[src/rtl/pe_thread_sequencer.sv]
// Round-robin issue sequencer for a CGRA PE. Each hardware thread owns a PC with max/loop
// wrap plus ignore/qtd slot accounting; the top interleaves threads one slot per cycle.

module pe_thread_ctx #(
  parameter int PC_WIDTH  = 1,
  parameter int IGN_WIDTH = 16,
  parameter int QTD_WIDTH = 32
) (
  input  logic                 clk,
  input  logic                 rst,
  input  logic                 start_i,
  input  logic                 slot_i,
  input  logic                 cfg_sel_i,
  input  logic                 cfg_pc_max_we_i,
  input  logic                 cfg_pc_loop_we_i,
  input  logic [PC_WIDTH-1:0]  cfg_pc_i,
  input  logic                 cfg_ignore_we_i,
  input  logic [IGN_WIDTH-1:0] cfg_ignore_i,
  input  logic                 cfg_qtd_we_i,
  input  logic [QTD_WIDTH-1:0] cfg_qtd_i,
  output logic [PC_WIDTH-1:0]  pc_o,
  output logic                 ignoring_o,
  output logic                 done_o
);
  logic [PC_WIDTH-1:0]  pc_q, pc_d, pc_max_q, pc_max_d, pc_loop_q, pc_loop_d;
  logic [IGN_WIDTH-1:0] ignore_q, ignore_d, ign_cnt_q, ign_cnt_d;
  logic [QTD_WIDTH-1:0] qtd_q, qtd_d, qtd_cnt_q, qtd_cnt_d;
  logic                 done_q, done_d;
  logic                 issue;

  assign issue      = slot_i & ~done_q;
  assign ignoring_o = ign_cnt_q < ignore_q;
  assign pc_o       = pc_q;
  assign done_o     = done_q;

  always_comb begin
    pc_max_d  = pc_max_q;
    pc_loop_d = pc_loop_q;
    ignore_d  = ignore_q;
    qtd_d     = qtd_q;
    pc_d      = pc_q;
    ign_cnt_d = ign_cnt_q;
    qtd_cnt_d = qtd_cnt_q;
    done_d    = done_q;
    if (cfg_sel_i) begin
      if (cfg_pc_max_we_i)  pc_max_d  = cfg_pc_i;
      if (cfg_pc_loop_we_i) pc_loop_d = cfg_pc_i;
      if (cfg_ignore_we_i)  ignore_d  = cfg_ignore_i;
      if (cfg_qtd_we_i)     qtd_d     = cfg_qtd_i;
    end
    if (start_i) begin
      pc_d      = '0;
      ign_cnt_d = '0;
      qtd_cnt_d = '0;
      done_d    = 1'b0;
    end else if (issue) begin
      pc_d = (pc_q == pc_max_q) ? pc_loop_q : pc_q + 1'b1;
      if (ignoring_o)
        ign_cnt_d = ign_cnt_q + 1'b1;
      else if (qtd_q != '0 && qtd_cnt_q < qtd_q)
        qtd_cnt_d = qtd_cnt_q + 1'b1;
      // >= also catches a qtd rewritten below an already-advanced count
      done_d = (qtd_q != '0) && (qtd_cnt_d >= qtd_q);
    end
  end

  always_ff @(posedge clk or posedge rst) begin
    if (rst) begin
      pc_max_q  <= '0;
      pc_loop_q <= '0;
      ignore_q  <= '0;
      qtd_q     <= '0;
      pc_q      <= '0;
      ign_cnt_q <= '0;
      qtd_cnt_q <= '0;
      done_q    <= 1'b0;
    end else begin
      pc_max_q  <= pc_max_d;
      pc_loop_q <= pc_loop_d;
      ignore_q  <= ignore_d;
      qtd_q     <= qtd_d;
      pc_q      <= pc_d;
      ign_cnt_q <= ign_cnt_d;
      qtd_cnt_q <= qtd_cnt_d;
      done_q    <= done_d;
    end
  end
endmodule

module pe_thread_sequencer #(
  parameter int NUM_THREADS = 7,
  parameter int TID_WIDTH   = 3,
  parameter int PC_WIDTH    = 1,
  parameter int IGN_WIDTH   = 16,
  parameter int QTD_WIDTH   = 32
) (
  input  logic                          clk,
  input  logic                          rst,
  input  logic                          en,
  input  logic                          start,
  input  logic [TID_WIDTH-1:0]          cfg_tid,
  input  logic                          cfg_pc_max_we,
  input  logic                          cfg_pc_loop_we,
  input  logic [PC_WIDTH-1:0]           cfg_pc,
  input  logic                          cfg_ignore_we,
  input  logic [IGN_WIDTH-1:0]          cfg_ignore,
  input  logic                          cfg_qtd_we,
  input  logic [QTD_WIDTH-1:0]          cfg_qtd,
  output logic [TID_WIDTH+PC_WIDTH-1:0] inst_raddr,
  output logic                          issue_valid,
  output logic [TID_WIDTH-1:0]          out_tid,
  output logic                          out_valid,
  output logic [NUM_THREADS-1:0]        thread_done,
  output logic                          done
);
  logic [TID_WIDTH-1:0]                   thread_idx_q, thread_idx_d, out_tid_q, out_tid_d;
  logic                                   out_valid_q, out_valid_d, done_q, done_d;
  logic [NUM_THREADS-1:0][PC_WIDTH-1:0]   pc;
  logic [NUM_THREADS-1:0]                 ignoring;

  for (genvar t = 0; t < NUM_THREADS; t++) begin : g_thr
    pe_thread_ctx #(
      .PC_WIDTH (PC_WIDTH),
      .IGN_WIDTH(IGN_WIDTH),
      .QTD_WIDTH(QTD_WIDTH)
    ) u_ctx (
      .clk             (clk),
      .rst             (rst),
      .start_i         (start),
      .slot_i          (en && thread_idx_q == TID_WIDTH'(t)),
      .cfg_sel_i       (cfg_tid == TID_WIDTH'(t)),
      .cfg_pc_max_we_i (cfg_pc_max_we),
      .cfg_pc_loop_we_i(cfg_pc_loop_we),
      .cfg_pc_i        (cfg_pc),
      .cfg_ignore_we_i (cfg_ignore_we),
      .cfg_ignore_i    (cfg_ignore),
      .cfg_qtd_we_i    (cfg_qtd_we),
      .cfg_qtd_i       (cfg_qtd),
      .pc_o            (pc[t]),
      .ignoring_o      (ignoring[t]),
      .done_o          (thread_done[t])
    );
  end

  assign inst_raddr  = {thread_idx_q, pc[thread_idx_q]};
  assign issue_valid = en & ~thread_done[thread_idx_q];
  assign out_tid     = out_tid_q;
  assign out_valid   = out_valid_q;
  assign done        = done_q;

  always_comb begin
    thread_idx_d = thread_idx_q;
    out_tid_d    = out_tid_q;
    out_valid_d  = out_valid_q;
    done_d       = &thread_done;
    if (start) begin
      thread_idx_d = '0;
      out_tid_d    = '0;
      out_valid_d  = 1'b0;
      done_d       = 1'b0;
    end else if (en) begin
      // done threads keep their slot so the interleave stays fixed
      thread_idx_d = (thread_idx_q == TID_WIDTH'(NUM_THREADS-1)) ? '0 : thread_idx_q + 1'b1;
      out_tid_d    = thread_idx_q;
      out_valid_d  = issue_valid & ~ignoring[thread_idx_q];
    end
  end

  always_ff @(posedge clk or posedge rst) begin
    if (rst) begin
      thread_idx_q <= '0;
      out_tid_q    <= '0;
      out_valid_q  <= 1'b0;
      done_q       <= 1'b0;
    end else begin
      thread_idx_q <= thread_idx_d;
      out_tid_q    <= out_tid_d;
      out_valid_q  <= out_valid_d;
      done_q       <= done_d;
    end
  end
endmodule

[config.mk]
export PLATFORM = sky130hd
export DESIGN_NAME = pe_thread_sequencer
export DESIGN_NICKNAME = d
export VERILOG_FILES = /design/src/rtl/pe_thread_sequencer.sv
export SDC_FILE = /design/constraint.sdc
export NUM_CORES = 2
export LEC_CHECK = 0
export BUFFER_PORTS_ARGS = -buffer_cell sky130_fd_sc_hd__buf_2
export CORE_ASPECT_RATIO = 1.4
export CORE_MARGIN = 8
export CORE_UTILIZATION = 50
export DETAILED_ROUTE_END_ITERATION = 7
export PLACE_DENSITY = 0.66
export SYNTH_ARGS = -nofsm -noshare
export SYNTH_HDL_FRONTEND = slang
export SYNTH_SLANG_ARGS = --single-unit
export TNS_END_PERCENT = 10
[constraint.sdc]
create_clock -name clk -period 64.4 [get_ports clk]
set_input_delay 12.88 -clock clk [delete_from_list [all_inputs] [get_ports clk]]
set_output_delay 12.88 -clock clk [all_outputs]
set_load 0.05 [all_outputs]
[Yosys cells after proc, flatten, opt, wreduce, memory -nomap -nowiden]
Cells that the tools add are included.
Operators by class
  add/sub/neg operators: 22
  $lt $le $gt $ge: 22
  eq/ne operators: 19
  multiplexer cells: 112
  bitwise operators: 18
  reductions and logical operators: 81
Operator list (count)
  2-to-1 mux 32 bit: 42
  2-to-1 mux 16 bit: 21
  adder 32 x 1 -> 32 bit (second input constant): 7
  >= comparator 32 bit: 7
  < comparator 32 bit: 7
  nonzero test 32 bit: 7
  adder 16 x 1 -> 16 bit (second input constant): 7
  < comparator 16 bit: 7
  AND reduction 2 bit: 35
  2-to-1 mux 1 bit: 41
  nonzero test 2 bit: 15
  logical AND 1 bit: 21
  equality test 3 bit (second input constant): 6
  2-to-1 mux 3 bit: 5
  equality test 3 x 2 -> 1 bit (second input constant): 4
  bitwise AND 1 bit: 9
  binary-select mux 1 bit (select 3 bit): 3
  inverter 1 bit: 9
  adder 1 bit (second input constant): 7
  equality test 1 bit: 7
  AND reduction 7 bit: 1
  equality test 3 x 1 -> 1 bit (second input constant): 2
  logical NOT 3 bit: 2
  < comparator 3 x 4 -> 1 bit (second input constant): 1
  adder 3 x 1 -> 3 bit (second input constant): 1
Word-level totals
  bits in registers: 708
  input bits: 60
  output and inout bits: 17
  word-level logic and storage cells: 334

[Longest topological paths before layout]
  word-level depth: 10
  gate-level depth with buffers: 21
  depth with buffers taken out: 19

[By module]
Synthesis repeated with hierarchy kept, for this count alone.
Unflattened totals
  cell total of the unflattened synthesis: 5167
  area total of the unflattened synthesis: 49558.8 sq um
Modules (own cells, without submodules)
  pe_thread_ctx: times used 7, cells an instance 727, area an instance 6985.4 sq um, sequential area each 2502.4 sq um
  pe_thread_sequencer: times used 1, cells an instance 78, area an instance 660.6 sq um, sequential area each 200.2 sq um

[Least setup slack after synthesis]
OpenSTA, ideal clock, no wires.
  kind: input to output
  from: in en
  to: out issue_valid
  arrival: 14005 ps
  data required time: 51520 ps
  slack: 37515 ps
  stages: 3
  buffers on the path: 1
  cell sequence: buf_2 -> inv_1 -> a21oi_1
On the way
  word-level cells in the longest chain between the ends: 1
RTL lines
  from (decl): line 99  | input logic en,
  bitwise AND 1 bit: line 146  | assign issue_valid = en & ~thread_done[thread_idx_q];
  to (decl): line 110  | output logic issue_valid,
No other way between the ends.

[Final worst setup path]
Ends and elaborated chain as after synthesis.

==> reports/qor.log <==
[sta] Final Critical Period 26.85 ns
[run_status] status finished clean
[pwr] Max VDD drop 0.02395 mV
[route] Routed met2 length 64.72 mm
[sta] Final WS setup 37.55 ns
[sta] post-route clock period utilization 41.69%
[clock_network] Post-CTS Setup Repair Bufs 0
[critical_path] cell-by-cell trace of the critical path buf_2, inv_1, a21oi_1, buf_2
[pwr] Comb power frac 17.0%
[grt] vias in the first global route 38560
[grt] total congestion overflow 0
[synthesis] portion of netlist area occupied by mux cells 4.665%
[route] DRC violations left 0
[layout] area delta synth->final 8.937%
[place] Buffers on Ports 76
[clock_network] TritonCTS clock tree yes
[floorplanning] die extent in x 276.9 µm
[place] Final HPWL DP 94.23 mm
[clock_network] CTS resizes 0
[critical_path] Critical-path top delay cell sky130_fd_sc_hd__a21oi_1
[hold_path] Hold Crit Class register to register
[pwr] Pwr Density 23.09 nW/µm²
[synthesis] biggest area contributors in the synthesized netlist sky130_fd_sc_hd__dfrtp_1 37%, sky130_fd_sc_hd__ha_1 15%, sky130_fd_sc_hd__xnor2_1 4.5%
[clock_network] clock transition at the register clock pins on the worst setup and hold paths after CTS 0.06 ns
[floorplanning] effective utilization at floorplan 50.19%
[synthesis] Synthesized Nets 5899
[critical_path] Crit path buffers/inverters 3
[synthesis] sequential share of the synthesized area 37.20%
[sta] setup violators final 0
[route] via density per instance 5.910
[synthesis] area fraction in and, or, nand and nor cells after synthesis 19.75%
[route] topmost layer with routed signal wires met5
[route] final wirelength 132.6 mm
[route] via count 38800
[route] initial drt markers 2499
[layout] most frequent cells in the layout 708 x sky130_fd_sc_hd__dfrtp_1, 561 x sky130_fd_sc_hd__ha_1, 511 x sky130_fd_sc_hd__nand2_1
[synthesis] mean post-synth cell area 9.024 µm²
[flow_run] maxcap violations 0
[grt] wire length of the first global-routing pass 211.3 mm
[synthesis] area fraction of the dominant cell type after synthesis 37.20%
[floorplanning] num ports 77
[route] Post-DRT Antenna Nets 0
[sta] Hold Fails Final Rpt 0
[critical_path] Critical Path Fanout Max 10
[sta] actual slew at the worst max-slew pin 1.153 ns
[sta] max_slew headroom 22.49%
[layout] most frequent standard cell in the layout excluding fill and tap cells sky130_fd_sc_hd__dfrtp_1
[critical_path] Worst Setup End Kind primary output
[sta] final worst clock skew 0.02726 ns
[critical_path] required time at the endpoint of the critical path 51.52 ns
[floorplanning] core area 94900 µm²
[grt] number of antenna violations at the first check in global routing 11
[place] area post-placement 49210 µm²
[synthesis] fraction of the mapped netlist area in compound gates 11.63%
[sta] unrepaired setup endpoints after global routing false
[synthesis] adder-cell share of the synthesized area 14.74%
[grt] all-layer global routing usage 24.71%
[route] routed wire length per instance 20.20 µm
[critical_path] nature of the critical path startpoint input port
[route] wire length on met3 7.768 mm
[synthesis] fraction of registers with async set or reset after synthesis 100.0%
[critical_path] maximum single-stage delay on the critical path 0.37 ns
[clock_network] clk root buf sky130_fd_sc_hd__clkbuf_16
[layout] area of all placed cells without fillers 51890 µm²
[sta] final slew viol count 0
[critical_path] family of cells with the greatest summed delay on the critical path buffers and inverters
[synthesis] number of distinct library cell variants in the gate-level netlist after synthesis 76
[grt] maximum number of pins on one net before global-route repair 158
[clock_network] number of H-tree levels 3
[place] last weighted congestion value of the routability-driven placer 0.9271
[synthesis] Post-Synth XOR/XNOR Area 7.355%
[sta] max frequency 37.25 MHz
[pwr] Sequential Power Share 43.6%
[clock_network] number of buffers created by CTS 77
[synthesis] cell type contributing the most total cell area after synthesis sky130_fd_sc_hd__dfrtp_1
[critical_path] arrival time of data at the critical path endpoint 13.97 ns
[synthesis] dominant register cell in the synthesized netlist sky130_fd_sc_hd__dfrtp_1
[pwr] fraction of power spent switching nets 29.32%
[layout] nets 5898
[clock_network] hold bufs inserted after CTS 0
[place] worst slack at placement 37.58 ns
[pwr] LEAKAGE 0.02450 µW
[layout] number of fillers in the final layout 8692
[pwr] clock network fraction of total power 39.4%
[synthesis] main combinational cell family by area after synthesis simple AND/OR/NAND/NOR gates
[synthesis] number of enable flip-flop cells after synthesis 0
[synthesis] cell area after synthesis 47630 µm²
[sta] summed negative setup slack over all endpoints 0 ns
[clock_network] maximum root-to-sink buffer count 3
[floorplanning] vertical die dimension 381.2 µm
[pwr] Net Sw Power 351.2 µW
[critical_path] cell repeated most along the worst path sky130_fd_sc_hd__buf_2
[critical_path] critical path class input port to primary output
[clock_network] clock latency reported for the late side of the worst-skew pair 0.65 ns
[layout] final core utilization 54.68%
[synthesis] yosys warns 0
[synthesis] Synth Instances 5278
[floorplanning] die area 105500 µm²
[route] first-pass iteration count of the detailed router 5
[clock_network] CTS sink count 708
[floorplanning] number of placement rows 134
[route] WL met1 54.08 mm
[synthesis] synthesis-stage register bit count 708
[pwr] internal portion of total power 846.6 µW
[layout] share of cells above drive strength 1 9.162%
[through the flow]
| stage | instances | total power (µW) | hold slack, ns |
|---|---|---|---|
| 2_1_floorplan | 5278 | 665.9 | 0.4712 |
| 3_3_place_gp | 6422 | 724.6 | 0.4820 |
| 3_5_place_dp | 6422 | 733.2 | 0.4907 |
| 4_1_cts | 6561 | 1209 | 0.5045 |
| 5_1_grt | 6561 | 1259 | 0.5106 |
| 6_report | 6565 | 1198 | 0.5009 |
[cells in the mapped netlist, types with 19 or more instances]
library cell,number
sky130_fd_sc_hd__a2111oi_0,19
sky130_fd_sc_hd__a211oi_1,22
sky130_fd_sc_hd__a21o_1,122
sky130_fd_sc_hd__a21oi_1,267
sky130_fd_sc_hd__and2_1,35
sky130_fd_sc_hd__and3_1,103
sky130_fd_sc_hd__and4_1,38
sky130_fd_sc_hd__clkbuf_1,178
sky130_fd_sc_hd__dfrtp_1,708
sky130_fd_sc_hd__ha_1,561
sky130_fd_sc_hd__inv_1,371
sky130_fd_sc_hd__mux2_2,180
sky130_fd_sc_hd__nand2_1,511
sky130_fd_sc_hd__nand2b_1,23
sky130_fd_sc_hd__nand3_1,202
sky130_fd_sc_hd__nand4_1,190
sky130_fd_sc_hd__nor2_1,411
sky130_fd_sc_hd__nor2b_1,31
sky130_fd_sc_hd__nor3_1,122
sky130_fd_sc_hd__nor4_1,75
sky130_fd_sc_hd__o21ai_0,362
sky130_fd_sc_hd__o31ai_1,23
sky130_fd_sc_hd__or2_2,19
sky130_fd_sc_hd__or3_1,91
sky130_fd_sc_hd__or4_1,28
sky130_fd_sc_hd__xnor2_1,243
sky130_fd_sc_hd__xor2_1,157
[routing by layer]
metal	vias to the layer above	global-route usage, %
met5	-	0
met4	6	11.08
met3	309	4.065
met2	904	43.14
met1	18950	29.78
li1	18630	-
[kinds of logic (layout without fill, tap and decap cells)]
logic type	after synthesis	after routing
and+or+nand+nor	1904	1904
other	0	4
xor gates and xnor gates	400	400
buffers and inverters	581	640
AOI/OAI and AO/OA	927	927
DFF	708	708
muxes	197	197
adders and majority gates	561	561
[flip-flops by register name, summed over array words and instances (netlist names)]
signal	cells
g_thr.u_ctx.ign_cnt_q	112
g_thr.u_ctx.pc_max_q	7
out_valid	1
g_thr.u_ctx.qtd_cnt_q	224
g_thr.u_ctx.done_o	7
g_thr.u_ctx.qtd_q	224
done	1
g_thr.u_ctx.pc_o	7
thread_idx_q	3
g_thr.u_ctx.ignore_q	112
out_tid	3
g_thr.u_ctx.pc_loop_q	7
[power by group through the flow]
stage,clock network [µW],registers [µW],logic (µW)
final,472,522,204
after global routing,499,527,232
after CTS,482,522,205
after detailed placement,0,530,204
after global placement,0,528,196
after floorplan,0,521,144
[final timing paths]
path / slack (ns) / endpoint / cells after the start / from
worst min-delay path: 0.50 / g_thr[1].u_ctx.ignore_q[0]$_DFFE_PP0P_ / 1 / g_thr[1].u_ctx.ignore_q[0]$_DFFE_PP0P_
min in group asynchronous: 12.36 / g_thr[1].u_ctx.qtd_q[0]$_DFFE_PP0P_ / 2 / rst
worst max-delay path: 37.55 / issue_valid / 4 / en
max in group asynchronous: 48.12 / g_thr[3].u_ctx.ignore_q[5]$_DFFE_PP0P_ / 6 / rst
worst max register to register: 59.26 / g_thr[4].u_ctx.done_o$_DFFE_PP0P_ / 17 / g_thr[4].u_ctx.ign_cnt_q[15]$_DFFE_PP0P_
worst min register to register: 0.50 / g_thr[1].u_ctx.ignore_q[0]$_DFFE_PP0P_ / 1 / g_thr[1].u_ctx.ignore_q[0]$_DFFE_PP0P_
[area by class of cell]
type / count / area [µm²] / share of cell area [%]
Multi-Input combinational cell: 3989 / 27740 / 53.46
Sequential cell: 708 / 17720 / 34.15
Clock buffer: 108 / 2288 / 4.411
Tap cell: 1224 / 1531 / 2.952
Inverter: 372 / 1404 / 2.706
Timing Repair Buffer: 129 / 813.3 / 1.567
Clock inverter: 31 / 381.6 / 0.7355
Antenna cell: 4 / 10.01 / 0.01929
(Power assumes the default switching activity.)
